File: src/rtl/xcv5_bootrom_arbiter_pkg.sv
// Shared types and constants for the boot ROM arbiter.
// BOOTROM_ARB_OUTREG_EN adds a response output register (latency 3).
package xcv5_bootrom_arbiter_pkg;

    typedef struct packed {
        logic clk;
        logic clk2x;
    } iu_clk_type;

`ifdef BOOTROM_ARB_OUTREG_EN
    localparam int BOOTROM_LAT = 3;
`else
    localparam int BOOTROM_LAT = 2;
`endif

    localparam int BOOTROM_ADDRMSB = 10;
    localparam int BOOTROM_IDW     = 2;

    typedef struct packed {
        logic                     req;
        logic [BOOTROM_ADDRMSB:0] addr;
    } bootrom_req_type;

    typedef struct packed {
        logic                   valid;
        logic [BOOTROM_IDW-1:0] id;
        logic [31:0]            data;
    } bootrom_rsp_type;

endpackage

File: src/rtl/xcv5_bootrom_arbiter_if.sv
// Requester-side bus of the boot ROM arbiter.
// master = requesters, slave = arbiter.
interface xcv5_bootrom_arbiter_if #(
    parameter int NREQ    = 4,
    parameter int ADDRMSB = 10,
    parameter int IDW     = 2
);
    logic [NREQ-1:0]               req;
    logic [NREQ*(ADDRMSB+1)-1:0]   addr;
    logic [NREQ-1:0]               gnt;
    logic                          rsp_valid;
    logic [IDW-1:0]                rsp_id;
    logic [31:0]                   rsp_data;
    logic [NREQ-1:0]               pend;
    logic                          idle;

    modport master (
        output req, addr,
        input  gnt, rsp_valid, rsp_id, rsp_data, pend, idle
    );

    modport slave (
        input  req, addr,
        output gnt, rsp_valid, rsp_id, rsp_data, pend, idle
    );
endinterface

File: src/rtl/bootrom_rr_pick.sv
// Combinational round-robin picker: first eligible bit after last.
// Shared by the BRAM-sharing controllers.
module bootrom_rr_pick #(
    parameter int NREQ = 4,
    parameter int IDW  = 2
) (
    input  logic [NREQ-1:0] elig,
    input  logic [IDW-1:0]  last,
    output logic [NREQ-1:0] gnt,
    output logic [IDW-1:0]  winner
);
    logic           found;
    logic [IDW-1:0] idx;

    always_comb begin
        gnt    = '0;
        winner = '0;
        found  = 1'b0;
        idx    = '0;
        for (int k = 1; k <= NREQ; k++) begin
            idx = IDW'((int'(last) + k) % NREQ);
            if (!found && elig[idx]) begin
                found    = 1'b1;
                gnt[idx] = 1'b1;
                winner   = idx;
            end
        end
    end
endmodule

File: src/rtl/xcv5_bootrom_arbiter.sv
// Round-robin arbiter sharing one 2-cycle boot ROM among NREQ requesters.
// Define BOOTROM_ARB_OUTREG_EN for a registered response (latency 3).
module xcv5_bootrom_arbiter
    import xcv5_bootrom_arbiter_pkg::*;
#(
    parameter int NREQ    = 4,
    parameter int ADDRMSB = 10,
    parameter int IDW     = 2
) (
    input  iu_clk_type                   gclk,
    input  logic                         rstn,
    xcv5_bootrom_arbiter_if.slave        bus,
    output logic [ADDRMSB:0]             rom_addr,
    input  logic [31:0]                  rom_dout
);
    localparam int AW = ADDRMSB + 1;

    logic            clk;
    logic            unused_clk;
    logic [NREQ-1:0] pend, clr, elig, gnt;
    logic [IDW-1:0]  last, winner;
    logic [IDW-1:0]  id1, id2;
    logic            v1, v2, any_gnt;
    logic [AW-1:0]   addr_q, addr_sel;
    logic            rsp_v;
    logic [IDW-1:0]  rsp_i;

    assign clk        = gclk.clk2x;
    assign unused_clk = gclk.clk;

    always_comb begin
        clr = '0;
        for (int i = 0; i < NREQ; i++)
            if (rsp_v && rsp_i == IDW'(i)) clr[i] = 1'b1;
    end

    // Gating with rstn keeps gnt low while reset is held.
    assign elig = bus.req & ~(pend & ~clr) & {NREQ{rstn}};

    bootrom_rr_pick #(
        .NREQ (NREQ),
        .IDW  (IDW)
    ) u_pick (
        .elig   (elig),
        .last   (last),
        .gnt    (gnt),
        .winner (winner)
    );

    assign any_gnt = |gnt;

    always_comb begin
        addr_sel = '0;
        for (int i = 0; i < NREQ; i++)
            if (gnt[i]) addr_sel = bus.addr[i*AW +: AW];
    end

    assign rom_addr = any_gnt ? addr_sel : addr_q;
    assign bus.gnt  = gnt;
    assign bus.pend = pend;

    always_ff @(posedge clk or negedge rstn) begin
        if (!rstn) begin
            pend   <= '0;
            last   <= IDW'(NREQ - 1);
            addr_q <= '0;
            v1     <= 1'b0;
            id1    <= '0;
            v2     <= 1'b0;
            id2    <= '0;
        end else begin
            pend <= (pend & ~clr) | gnt;
            if (any_gnt) begin
                last   <= winner;
                addr_q <= addr_sel;
            end
            v1  <= any_gnt;
            id1 <= winner;
            v2  <= v1;
            id2 <= id1;
        end
    end

`ifdef BOOTROM_ARB_OUTREG_EN
    logic           v3;
    logic [IDW-1:0] id3;
    logic [31:0]    d3;

    always_ff @(posedge clk or negedge rstn) begin
        if (!rstn) begin
            v3  <= 1'b0;
            id3 <= '0;
            d3  <= '0;
        end else begin
            v3  <= v2;
            id3 <= id2;
            d3  <= rom_dout;
        end
    end

    assign rsp_v        = v3;
    assign rsp_i        = id3;
    assign bus.rsp_data = d3;
    assign bus.idle     = ~any_gnt & ~v1 & ~v2 & ~v3;
`else
    assign rsp_v        = v2;
    assign rsp_i        = id2;
    assign bus.rsp_data = rom_dout;
    assign bus.idle     = ~any_gnt & ~v1 & ~v2;
`endif

    assign bus.rsp_valid = rsp_v;
    assign bus.rsp_id    = rsp_i;
endmodule
File: src/flat_wrapper.sv
// flat-port wrapper written by rule: the top's interface ports become plain ports
module xcv5_bootrom_arbiter_flat import xcv5_bootrom_arbiter_pkg::*;
#(
    parameter int NREQ    = 4,
    parameter int ADDRMSB = 10,
    parameter int IDW     = 2
)
  (gclk, rstn, rom_addr, rom_dout, bus_req, bus_addr, bus_gnt, bus_rsp_valid, bus_rsp_id, bus_rsp_data, bus_pend, bus_idle);
  xcv5_bootrom_arbiter_if #(.NREQ(NREQ), .ADDRMSB(ADDRMSB), .IDW(IDW)) bus_i ();
  input  iu_clk_type gclk;
  input  logic rstn;
  output logic [ADDRMSB:0] rom_addr;
  input  logic [31:0] rom_dout;
  input wire logic [$bits(bus_i.req)-1:0] bus_req;
  input wire logic [$bits(bus_i.addr)-1:0] bus_addr;
  output wire logic [$bits(bus_i.gnt)-1:0] bus_gnt;
  output wire logic [$bits(bus_i.rsp_valid)-1:0] bus_rsp_valid;
  output wire logic [$bits(bus_i.rsp_id)-1:0] bus_rsp_id;
  output wire logic [$bits(bus_i.rsp_data)-1:0] bus_rsp_data;
  output wire logic [$bits(bus_i.pend)-1:0] bus_pend;
  output wire logic [$bits(bus_i.idle)-1:0] bus_idle;
  assign bus_i.req = bus_req;
  assign bus_i.addr = bus_addr;
  assign bus_gnt = bus_i.gnt;
  assign bus_rsp_valid = bus_i.rsp_valid;
  assign bus_rsp_id = bus_i.rsp_id;
  assign bus_rsp_data = bus_i.rsp_data;
  assign bus_pend = bus_i.pend;
  assign bus_idle = bus_i.idle;
  xcv5_bootrom_arbiter #(.NREQ(NREQ), .ADDRMSB(ADDRMSB), .IDW(IDW)) u_core (.gclk(gclk), .rstn(rstn), .bus(bus_i), .rom_addr(rom_addr), .rom_dout(rom_dout));
endmodule
File: config.mk
export PLATFORM = sky130hd
export DESIGN_NAME = xcv5_bootrom_arbiter_flat
export DESIGN_NICKNAME = d
export VERILOG_FILES = /design/src/rtl/xcv5_bootrom_arbiter_pkg.sv /design/src/rtl/xcv5_bootrom_arbiter_if.sv /design/src/rtl/bootrom_rr_pick.sv /design/src/rtl/xcv5_bootrom_arbiter.sv /design/src/flat_wrapper.sv
export SDC_FILE = /design/constraint.sdc
export NUM_CORES = 1
export LEC_CHECK = 0
export ABC_CLOCK_PERIOD_IN_PS = 5300
export CAP_MARGIN = 10
export CORE_MARGIN = 2
export CORE_UTILIZATION = 38
export DETAILED_ROUTE_END_ITERATION = 8
export PLACE_DENSITY = 0.83
export SYNTH_ARGS = -nofsm -noshare
export SYNTH_HDL_FRONTEND = slang
export SYNTH_SLANG_ARGS = --single-unit
File: constraint.sdc
create_clock -name gclk -period 5.3 [get_ports gclk]
set_input_delay 0.795 -clock gclk [delete_from_list [all_inputs] [get_ports gclk]]
set_output_delay 0.795 -clock gclk [all_outputs]
set_load 0.1 [all_outputs]
# Word level (Yosys, flattened, before mapping)
# Index checks and enable logic that the tools add are counted.
# W data, S select, Z words.
dict set report word_totals {
  wordCells 88
  reg_bits 23
  out_inout_bits 55
  input_bits 83
}
dict set report classes {
  addsub 4
  bitwise_logic 14
  n_eq_ne 3
  n_mux 36
  reduce_logical 16
  order_cmp 8
}
# op count
set op_table {}
lappend op_table {{$mux W11} 5}
lappend op_table {{$mux W4} 4}
lappend op_table {{$or A4 B4 Y4} 4}
lappend op_table {{$mux W1} 15}
lappend op_table {{$and A4 B4 Y4} 3}
lappend op_table {{$lt A2 B3 Y1 const B} 4}
lappend op_table {{$logic_and A1 B1 Y1} 11}
lappend op_table {{$bmux W1 S2} 4}
lappend op_table {{$demux W1 S2} 4}
lappend op_table {{$ge A2 B1 Y1 const B} 4}
lappend op_table {{$mux W2} 4}
lappend op_table {{$not A4 Y4} 2}
lappend op_table {{$add A2 B1 Y2 const B} 2}
lappend op_table {{$add A2 B2 Y2 const B} 2}
lappend op_table {{$eq A2 B2 Y1 const B} 2}
lappend op_table {{$reduce_or A4 Y1} 1}
lappend op_table {{$logic_not A1 Y1} 3}
lappend op_table {{$not A1 Y1} 3}
lappend op_table {{$and A1 B1 Y1} 2}
lappend op_table {{$eq A2 B1 Y1 const B} 1}
lappend op_table {{$logic_not A2 Y1} 1}

# Longest topological paths before layout
# Gate-level depths: netlist of the first run.
dict set report depth {
  depth_word 25
  mapped_depth 14
  depth_no_buf 11
}

# By module
# A second synthesis of the first run with hierarchy kept.
dict set report hier_totals {
  hier_cells 213
  area_unflattened_um2 1918.1
}
# mod cells_each n_inst seq_area_each_um2 area_each_um2
set modules_own_cells {}
lappend modules_own_cells {xcv5_bootrom_arbiter 154 1 578.1 1427.6}
lappend modules_own_cells {bootrom_rr_pick 59 1 0.0 490.5}

# Worst setup path after synthesis of the first run
# Ideal clock, no wire load.
dict set report synth_path {
  path_type {register to output}
  from {register u_core.v2 (netlist: u_core.bus.rsp_valid)}
  to {output bus_idle}
  path_stages_with_launch 9
  path_slack_ps -366
  required_ps 4505
  n_path_buf 1
  arrival_time_ps 4871
  cell_sequence {dfrtp_1 buf_4 or3b_1 a21boi_2 a22oi_1 a31o_2 a221oi_2 nand4_2 nor3_1}
}
dict set report synth_via {
  elab_chain_cells 23
  elab_cells_between_ends 42
  cone_classes {mux (19); bitwise (12); reduce/logical (11)}
}
# element line
set synth_rtl {}
lappend synth_rtl {{start: declaration} xcv5_bootrom_arbiter.sv:23} ;# logic v1, v2, any_gnt;
lappend synth_rtl {{start signal: assignment} xcv5_bootrom_arbiter.sv:79} ;# v2 <= v1;
lappend synth_rtl {{$logic_and A1 B1 Y1} xcv5_bootrom_arbiter.sv:34} ;# if (rsp_v && rsp_i == IDW'(i)) clr[i] = 1'b1;
lappend synth_rtl {{$mux W1} xcv5_bootrom_arbiter.sv:34}
lappend synth_rtl {{$not A4 Y4 (*)} xcv5_bootrom_arbiter.sv:38} ;# assign elig = bus.req & ~(pend & ~clr) & {NREQ{rstn}};
lappend synth_rtl {{$and A4 B4 Y4 (*)} xcv5_bootrom_arbiter.sv:38}
lappend synth_rtl {{$not A4 Y4 (*)} xcv5_bootrom_arbiter.sv:38}
lappend synth_rtl {{$and A4 B4 Y4 (*) (2 in a row)} xcv5_bootrom_arbiter.sv:38}
lappend synth_rtl {{$bmux W1 S2} bootrom_rr_pick.sv:22} ;# if (!found && elig[idx]) begin
lappend synth_rtl {{$mux W1 (not written as such)} bootrom_rr_pick.sv:22}
lappend synth_rtl {{[6 not listed]} --}
lappend synth_rtl {{$mux W1} bootrom_rr_pick.sv:22}
lappend synth_rtl {{$logic_not A1 Y1} bootrom_rr_pick.sv:22}
lappend synth_rtl {{$logic_and A1 B1 Y1} bootrom_rr_pick.sv:22}
lappend synth_rtl {{$mux W4 (*)} bootrom_rr_pick.sv:22}
lappend synth_rtl {{$reduce_or A4 Y1 (*)} xcv5_bootrom_arbiter.sv:50} ;# assign any_gnt = |gnt;
lappend synth_rtl {{named net u_core.any_gnt} xcv5_bootrom_arbiter.sv:23}
lappend synth_rtl {{$not A1 Y1 (*)} xcv5_bootrom_arbiter.sv:109} ;# assign bus.idle = ~any_gnt & ~v1 & ~v2;
lappend synth_rtl {{$and A1 B1 Y1 (*) (2 in a row)} xcv5_bootrom_arbiter.sv:109}
lappend synth_rtl {{end: declaration} flat_wrapper.sv:21} ;# output wire logic [$bits(bus_i.idle)-1:0] bus_idle;
# The timed path passes the listed nets; every way through them passes the cells marked *. The select of a mux whose other input is x is not followed.

# Worst setup path after layout of the first run
dict set report layout_path {
  from {register u_core.last[1]}
  to {output rom_addr[0]}
}
dict set report layout_via {
  elab_chain_cells 18
  elab_cells_between_ends 54
  cone_classes {add/sub (4); order compare (8); mux (28); bitwise (3); reduce/logical (11)}
}
# element line
set layout_rtl {}
lappend layout_rtl {{start: declaration} xcv5_bootrom_arbiter.sv:21} ;# logic [IDW-1:0] last, winner;
lappend layout_rtl {{start signal: assignment} xcv5_bootrom_arbiter.sv:65} ;# last <= IDW'(NREQ - 1);
lappend layout_rtl {{start signal: assignment} xcv5_bootrom_arbiter.sv:74} ;# last <= winner;
lappend layout_rtl {{branches (longest 12 deep; another with $lt A2 B3 Y1)} --}
lappend layout_rtl {{$mux W4 (*)} bootrom_rr_pick.sv:22}
lappend layout_rtl {{$mux W11 (4 in a row)} xcv5_bootrom_arbiter.sv:55} ;# if (gnt[i]) addr_sel = bus.addr[i*AW +: AW];
lappend layout_rtl {{$mux W11 (*)} xcv5_bootrom_arbiter.sv:58} ;# assign rom_addr = any_gnt ? addr_sel : addr_q;
lappend layout_rtl {{end: declaration} flat_wrapper.sv:12} ;# output logic [ADDRMSB:0] rom_addr;
# Mark *: on every way between the ends. The select of a mux whose other input is x is not followed.

==> reports/metrics.csv, run 1 <==
metric;value;unit
antenna_left;0;
diodes;0;
synth_edf_count;0;
routed_wirelength;6.95;mm
fillers;567;
die_area;6740;um^2
cp_data_arrival_time;4.09;ns
dr.pass1.iters;4;
hold_path_end;u_core.bus.rsp_id[1]$_DFF_PN0_;
fin_crit_sh;0.922;
clk-insertion-delay-late;0.28;ns
root_buffer;clkbuf_8;
syn_area;2320;um^2
maxCapViolations;0;
crit_path_end_kind;output port;
timing.rr.start;u_core.last[1]$_DFFE_PN1N_;
clock.fmax;0.205;GHz
antenna_found_initial;0;
comb_power_share;0.739;
cts.repair.resized;0;
hold_violations;0;
hold_buffers;0;
hold_path.class;flop to flop;
hp-start;u_core.id1[1]$_DFF_PN0_;
synthFlopType;dfrtp_1;
p_switching;0.844;mW
p_int;0.677;mW
routedWlPerCell;17.6;um
cp-startpoint;u_core.last[1]$_DFFE_PN1N_;
start_util;0.391;
outcome;finished, final reports clean;
reg2reg_slack;1.58;ns
ios;138;
slew_viol_final;0;
ys_seq_area_frac;0.250;
grt_pass1_wl;11.1;mm
finalClockSkew;0.00426;ns
reg2regPathDepth;10;
pwr-share-seq;0.183;
setup_viol;0;
row_count;28;
peakVddDrop;0.000422;V
critPathMaxFanout;16;
power_frac_clock;0.078;
slew_headroom;0.351;
numCtsBuffers;3;
clock_path_buffers;2;
synth_fp_nets;377;
startpoint_type;flop;
crit_required;4.51;ns
areaGrowthSynthToFinish;32.8;%
dr.first_iter.drc_count;266;
synth_warnings;0;
core;5920;um^2
synthArstFlopShare;1.00;
finalSetupTns;0;ns
place_area;3030;um^2
rsz0062_at_grt;false;
syn_area_per_cell;8.07;um^2
leakage;1.29;nW
register_area;579;um^2
grt_pass1_vias;2256;
final_cell_area;3080;um^2
ys_ff_latch;23;
pwr_density_cell;494;nW/um^2
dp_hpwl;5.15;mm
post-cts-setup-buffer-count;0;
clkTransAtPathRegs;0.09;ns
fin_crit;4.89;ns
grt_usage;0.212;
yosysUniqueCellTypes;52;
crit_type;flop to output port;
drive_gt1_frac;0.135;
gp_congestion;0.948;
tightest_slew;0.971;ns
timing.rr.end;u_core.addr_q[0]$_DFF_PN0_;
hold_ws;0.353;ns
cts.sinks;23;
p_sw_frac;0.555;
vias;2324;
nets;410;
die_w;82.1;um
overflow;0;
routed_via_density;5.90;
die_h;82.1;um
multiInputGateArea;1330;um^2
holdPathStages;0;
cts_max_level;1;
port_buffers;72;
syn_inst;287;
grt_start_max_net_pins;35;
drc_errors;0;
cts_tree;done;
cells in the mapped netlist, drive strengths merged, types with 6 or more instances:
library cell | number | area share
nor2 | 6 | 0.0097
o211ai | 13 | 0.042
nor3b | 12 | 0.039
nand4 | 15 | 0.043
buf | 44 | 0.13
o311a | 11 | 0.048
dfrtp | 21 | 0.23
clkbuf | 8 | 0.013
nand2 | 26 | 0.042
inv | 20 | 0.032
a21oi | 11 | 0.029
ha | 7 | 0.038
o21ai | 36 | 0.078
layout by cell type, fill, tap and decap left out, types with 10 or more instances in the layout:
cell type / instances
a21oi_1: 10
buf_12: 17
clkdlybuf4s50_1: 56
dfrtp_1: 20
inv_1: 20
nand2_1: 26
nand4_1: 14
nor3b_1: 12
o211ai_1: 13
o21ai_0: 34
o311a_1: 11
metrics by stage:
step,power [mW],utilization,std cells,setup WS (ns)
4_1_cts,1.52,0.520,394,0.479
3_5_place_dp,1.40,0.511,390,0.603
3_3_place_gp,1.39,0.511,390,0.578
6_report,1.52,0.520,394,0.412
5_1_grt,1.58,0.520,394,0.184
2_1_floorplan,1.18,-,287,0.0364
worst max-delay path: stages (launching register included):
cell,delay [ns]
dfstp_2,0.73
inv_1,0.21
ha_1,0.49
a21boi_0,0.34
o21ai_0,0.20
o211ai_1,0.15
nand4_1,0.13
nor2_1,0.25
inv_1,0.31
o311a_1,0.41
o211ai_1,0.36
buf_12,0.23
registers in the layout, indices dropped and copies added (netlist names):
name,count
u_core.bus.rsp_id,2
u_core.bus.pend,4
u_core.addr_q,11
u_core.v1,1
u_core.id1,2
u_core.last,2
u_core.bus.rsp_valid,1
routing by layer:
| layer | global-route usage | routed length, um |
|---|---|---|
| met1 | 0.273 | 2830 |
| met2 | 0.333 | 3320 |
| met3 | 0.0549 | 681 |
| met4 | 0.0950 | 119 |
| met5 | 0 | 0 |
power groups by stage:
| stage | sequential, mW | clock (mW) | combinational [mW] |
|---|---|---|---|
| 6_report | 0.278 | 0.118 | 1.12 |
| 5_1_grt | 0.284 | 0.131 | 1.17 |
| 4_1_cts | 0.276 | 0.121 | 1.13 |
| 3_5_place_dp | 0.280 | 0 | 1.12 |
| 3_3_place_gp | 0.275 | 0 | 1.11 |
| 2_1_floorplan | 0.345 | 0 | 0.835 |
area by class of cell:
cell class | instances | share of cell area
clock inverters | 1 | 0.00244
flip-flops and latches | 23 | 0.188
repair buffers | 80 | 0.310
multi-input cells | 192 | 0.431
clock buffers | 3 | 0.0134
well taps | 75 | 0.0305
inverters | 20 | 0.0244
logic make-up (layout without fill, tap and decap cells):
family | after synthesis | count (layout) | share of synthesized area
muxes | 2 | 2 | 0.00972
buffers and inverters | 72 | 104 | 0.180
DFF | 23 | 23 | 0.250
adders and majority gates | 7 | 7 | 0.0378
and+or+nand+nor | 86 | 86 | 0.212
AOI/OAI and AO/OA | 97 | 97 | 0.311
worst max-delay path by stage:
stage                     slack [ns]      endpoint
after floorplan                 0.04   rom_addr[8]
after global placement          0.58   rom_addr[8]
after detailed placement        0.60   rom_addr[8]
after CTS                       0.48  rom_addr[10]
after global routing            0.18   rom_addr[4]
final                           0.41   rom_addr[0]
No activity file was read; power rests on OpenSTA's default activity.
==> run 2, diff against run 1 <==
--- a/config.mk
+++ b/config.mk
@@ -11,6 +11,7 @@
 export CORE_UTILIZATION = 38
 export DETAILED_ROUTE_END_ITERATION = 8
 export PLACE_DENSITY = 0.83
+export SKIP_CTS_REPAIR_TIMING = 1
 export SYNTH_ARGS = -nofsm -noshare
 export SYNTH_HDL_FRONTEND = slang
 export SYNTH_SLANG_ARGS = --single-unit
==> results of run 2 <==
Same layout as run 1: the final DEF is identical, and so are final timing and power.
